`src/rtl/gigerx_bcnt_gen.sv`:
```
// rtl/gigerx_bcnt_gen.sv - per-frame byte-count entry generator for the GigE receive byte-count FIFO
module gigerx_bcnt_gen #(
   parameter int MIN_LEN = 64,
   parameter int MAX_LEN = 1518,
   parameter int BCNT_W  = 14
) (
   input  logic        clk,
   input  logic        reset_,
   input  logic        in_valid,
   input  logic        in_sop,
   input  logic        in_eop,
   input  logic [7:0]  in_be,
   input  logic        in_err,
   output logic        bcnt_wrreq,
   output logic [15:0] bcnt_data,
   input  logic        bcnt_full,
   output logic [15:0] drop_cnt,
   output logic        orphan
);

   typedef enum logic {IDLE, IN_FRAME} state_t;

   localparam logic [15:0] CNT_MAX = 16'((1 << BCNT_W) - 1);

   state_t      state, state_nxt;
   logic [15:0] acc, acc_nxt;
   logic        pend;
   logic [15:0] pend_data;
   logic [1:0]  n_close;
   logic [15:0] entry;
   logic        orphan_nxt;
   logic [15:0] be_cnt;
   logic        can_load;
   logic        load;
   logic [1:0]  n_drop;
   logic [16:0] drop_sum;

   function automatic logic [3:0] be_bytes(input logic [7:0] be);
      logic [3:0] n;
      n = 4'd0;
      for (int i = 0; i < 8; i++) n = n + 4'(be[i]);
      return n;
   endfunction

   // Entry layout: [15] err, [14] giant, [13:0] saturated count.
   function automatic logic [15:0] make_entry(input logic [15:0] cnt, input logic err_in);
      logic       giant;
      logic       runt;
      logic [13:0] field;
      giant = cnt > 16'(MAX_LEN);
      runt  = cnt < 16'(MIN_LEN);
      field = (cnt > CNT_MAX) ? CNT_MAX[13:0] : cnt[13:0];
      return {err_in | runt | giant, giant, field};
   endfunction

   assign be_cnt = 16'(be_bytes(in_be));

   always_ff @(posedge clk or negedge reset_) begin
      if (!reset_) state <= IDLE;
      else         state <= state_nxt;
   end

   always_comb begin
      state_nxt = state;
      if (in_valid) begin
         case (state)
            IDLE:     if (in_sop && !in_eop) state_nxt = IN_FRAME;
            IN_FRAME: if (in_eop) state_nxt = IDLE;
            default:  state_nxt = IDLE;
         endcase
      end
   end

   // A sop inside a frame closes the old frame (missing eop) and may also close a
   // single-word new frame in the same cycle; only the first entry can load.
   always_comb begin
      n_close    = 2'd0;
      entry      = 16'd0;
      acc_nxt    = acc;
      orphan_nxt = 1'b0;
      if (in_valid) begin
         case (state)
            IDLE: begin
               if (in_sop) begin
                  if (in_eop) begin
                     n_close = 2'd1;
                     entry   = make_entry(be_cnt, in_err);
                     acc_nxt = 16'd0;
                  end else begin
                     acc_nxt = 16'd8;
                  end
               end else begin
                  orphan_nxt = 1'b1;
               end
            end
            IN_FRAME: begin
               if (in_sop) begin
                  n_close = in_eop ? 2'd2 : 2'd1;
                  entry   = make_entry(acc, 1'b1);
                  acc_nxt = in_eop ? 16'd0 : 16'd8;
               end else if (in_eop) begin
                  n_close = 2'd1;
                  entry   = make_entry(acc + be_cnt, in_err);
                  acc_nxt = 16'd0;
               end else begin
                  acc_nxt = acc + 16'd8;
               end
            end
            default: acc_nxt = 16'd0;
         endcase
      end
   end

   assign bcnt_wrreq = pend & ~bcnt_full;
   assign bcnt_data  = pend_data;

   always_comb begin
      can_load = ~pend | bcnt_wrreq;
      load     = (n_close != 2'd0) & can_load;
      if (can_load) n_drop = (n_close == 2'd2) ? 2'd1 : 2'd0;
      else          n_drop = n_close;
      drop_sum = {1'b0, drop_cnt} + 17'(n_drop);
   end

   always_ff @(posedge clk or negedge reset_) begin
      if (!reset_) begin
         acc       <= 16'd0;
         pend      <= 1'b0;
         pend_data <= 16'd0;
         drop_cnt  <= 16'd0;
         orphan    <= 1'b0;
      end else begin
         acc    <= acc_nxt;
         orphan <= orphan_nxt;
         if (load) begin
            pend      <= 1'b1;
            pend_data <= entry;
         end else if (bcnt_wrreq) begin
            pend <= 1'b0;
         end
         drop_cnt <= drop_sum[16] ? 16'hFFFF : drop_sum[15:0];
      end
   end

endmodule

```
`config.mk`:
```
export PLATFORM = sky130hd
export DESIGN_NAME = gigerx_bcnt_gen
export DESIGN_NICKNAME = d
export VERILOG_FILES = /design/src/rtl/gigerx_bcnt_gen.sv
export SDC_FILE = /design/constraint.sdc
export NUM_CORES = 1
export LEC_CHECK = 0
export ABC_AREA = 1
export BUFFER_PORTS_ARGS = -buffer_cell sky130_fd_sc_hd__buf_4
export CORE_UTILIZATION = 52
export CTS_CLUSTER_DIAMETER = 40
export CTS_CLUSTER_SIZE = 28
export DETAILED_ROUTE_END_ITERATION = 6
export PLACE_DENSITY = 0.77
export SLEW_MARGIN = 30
export SYNTH_ARGS = -nofsm -noshare
export SYNTH_HDL_FRONTEND = slang
export SYNTH_SLANG_ARGS = --single-unit
```
`constraint.sdc`:
```
create_clock -name clk -period 2.25 [get_ports clk]
set_input_delay 0.45 -clock clk [delete_from_list [all_inputs] [get_ports clk]]
set_output_delay 0.45 -clock clk [all_outputs]
set_load 0.1 [all_outputs]
```
==> impl_metrics.ini <==
[floorplanning]
die_area_mm2 = 0.00645
coreArea_mm2 = 0.00592
die_y_um = 80.3
io-pin-count = 49
core.rowCount = 28
initial_core_util_pct = 53.8
die_w_um = 80.3

[sta]
final.setup.tns_ps = -20750
rsz0062_at_grt = true
slew_headroom_pct = 59.0
final.min_clock_period_ps = 3590
hold_viol = 0
worst_pin_slew_ps = 615
drv_slew = 0
hold_slack_ps = 147
fmax_mhz = 279
setup_viol = 29
setup_slack_ps = -1340
fin_crit_sh_pct = 159
skew_ps = 9.31

[logic_synthesis]
synthAdderAreaFrac_pct = 7.07
synthXorXnorAreaFrac_pct = 3.02
syn-num-nets = 468
synth_largest_area_cell = dfrtp_1
synth.distinct_cells = 36
seq_area_frac_synth_pct = 37.7
syn_area_mm2 = 0.00319
yosysTopAreaCellShare_pct = 37.7
synth_warnings = 0
synthMuxAreaShare_pct = 0
synth_top_family_by_area = simple AND/OR/NAND/NOR gates
synth_compound_area_share_pct = 11.5
ys_seq_elements = 48
avgSynthCellArea_um2 = 7.28
synth_area_leaders = dfrtp_1 (38%), nand2_1 (14%), inv_1 (9.1%), o21ai_0 (4.2%), nor2_1 (4.0%)
synth_cells = 438
yosys.area_share.simple_pct = 30.0

[setup_path]
cp_top_family = adder cells
critPathLaunch = in_be[3]
endpoint_kind = flop
critPathLaunchType = primary input
critical_path_class = primary input to flop
arrival_ps = 3790
path_cells = buf_6 > inv_2 > fa_1 > fa_1 > fa_1 > inv_2 > ha_4 > nand2_2 > inv_2 > o21ai_2 > inv_1 > ha_2 > nand2_2 > nor2_4 > nand2_2 > nor2_4 > nand3_2 > nand2_4 > buf_4 > buf_6 > nand4_1 > a21oi_1 > o21ai_1
critPathBufInv = 7
crit_path_max_incr_delay_ps = 550
critPathMaxFanout = 4
r2r-start = state$_DFFE_PN0P_
critPathSlowestCell = fa_1
crit_required_ps = 2450

[grt]
grt_usage_pct = 26.1
antenna_found_initial = 0
grt_pass1_wl_um = 13200
first_global_vias = 3082
grt_max_degree = 49
grt_remaining_overflow = 0

[clock_tree]
hold_buffers = 0
clkLatencyLatePin_ps = 310
cts_max_path_buffers = 2
cts_tree = built
clkSinkCount = 48
clk_pin_slew_worst_paths_ps = 90
cts_root_buf = clkbuf_8
htreeDepth = 2
numCtsBuffers = 5

[route]
num_vias = 3162
drc_errors = 0
routed_wl_um = 7880
ant_nets = 0
via_per_inst = 5.19
drt_iter0_drc = 241
drtPass1Iterations = 5
wire_per_inst_um = 12.9

[place]
dp_hpwl_um = 5910
placed_area_mm2 = 0.00393
dpl.cell_count = 588
io_buffer_count = 48
pre_cts_ws_ps = -1740
gp_congestion = 0.970

[power]
leakage_nw = 2.34
ir_drop_mv = 1.08
fin_total_pwr_mw = 3.47
power_density_mw_per_mm2 = 809

[finish]
finalNetCount = 563
areaGrowthSynthToFinish_pct = 34.6
mostFrequentLayoutCell = nand2_1
utilization_pct = 72.4
final_cell_mix = nand2_1 (111), buf_4 (87), inv_1 (68)
drive_gt1_share_pct = 30.0
finalInstanceArea_mm2 = 0.00429
diodes = 0
finalNonFillerCells = 609

[outcome]
status = complete, but fails checks
violations = negative setup slack

[min_path]
hp-class = primary input to asynchronous set/reset pin

[job]
max_cap_violations = 0
per-layer routing:
metal  global-route usage [%]  routed length, µm  vias up
met4                     7.14                 94        0
met3                     3.86                454       14
met5                        0                  0        -
met1                     31.7               3390     1451
met2                     47.7               3940      107
li1                         -                  -     1590
final timing paths:
kind | slack [ps] | cells past startpoint | endpoint
setup / recovery | -1340 | 23 | bcnt_data[8]$_DFFE_PN0P_
hold / removal | 150 | 1 | drop_cnt[3]$_DFF_PN0_
setup reg to reg | -30 | 13 | drop_cnt[14]$_DFF_PN0_
hold reg to reg | 480 | 2 | bcnt_data[10]$_DFFE_PN0P_
max in group asynchronous | 1670 | 1 | drop_cnt[0]$_DFF_PN0_
min in group clk | 460 | 3 | orphan$_DFF_PN0_
power breakdown:
group	leakage (nW)	internal, mW	switching, mW
Sequential	0.637	0.989	0.105
Clock	0.0541	0.329	0.303
Combinational	1.65	0.483	1.26
Total	2.34	1.80	1.67
sequential cells by signal (all words and copies together), names as in the netlist:
| signal | cells |
|---|---|
| acc | 13 |
| orphan | 1 |
| state | 1 |
| drop_cnt | 16 |
| pend | 1 |
| bcnt_data | 16 |
cell usage after synthesis:
| cell type | n |
|---|---|
| a41oi_1 | 1 |
| nor2_1 | 34 |
| and3_1 | 1 |
| a21oi_1 | 14 |
| buf_2 | 1 |
| o31ai_1 | 1 |
| clkbuf_1 | 2 |
| fa_1 | 5 |
| o211ai_1 | 5 |
| nand3b_1 | 1 |
| nand4_1 | 13 |
| conb_1 | 1 |
| nand2_2 | 3 |
| dfrtp_1 | 48 |
| buf_6 | 3 |
| nand3_1 | 23 |
| nor2_4 | 2 |
| a31oi_1 | 2 |
| a21oi_4 | 1 |
| xnor2_1 | 3 |
| nand2_1 | 120 |
| or2_2 | 4 |
| nand3_4 | 1 |
| o21a_1 | 1 |
| o21ai_0 | 27 |
| nor3_1 | 8 |
| ha_1 | 10 |
| nor4_1 | 2 |
| inv_1 | 77 |
| o21ai_1 | 11 |
| a221oi_1 | 1 |
| nand3_2 | 1 |
| o221ai_1 | 1 |
| nor3_4 | 1 |
| xor2_1 | 8 |
| nor2_2 | 1 |
cells by family after synthesis:
kind of cell / Yosys count
XOR/XNOR: 11
flip-flops: 48
AND/OR/NAND/NOR: 215
buffers and inverters: 83
adder cells (fa/ha/maj): 15
AO/OA/AOI/OAI: 65
other: 1
area by class of cell:
class | count | area (µm²)
clock buffers | 5 | 68.8
clock inverters | 3 | 42.5
fillers | 470 | 1630
inverters | 77 | 309
multi-input cells | 307 | 1830
flip-flops and latches | 48 | 1200
well taps | 75 | 93.8
repair buffers | 94 | 741
worst register-to-register path: cells and delay by family, from the launching register on:
kind            cells  cell delay [ps]
fa+ha+maj           2              590
xor+xnor            1              140
simple gates        6              550
compound gates      2              260
buf+inv             2              180
flops               1              440
what timing repair did:
action	in CTS	in global routing
hold endpoints to repair	0	0
buffers inserted	7	6
setup endpoints to repair	31	32
pin swaps	32	24
resized for setup	28	21
No activity file was read; power rests on OpenSTA's default activity.
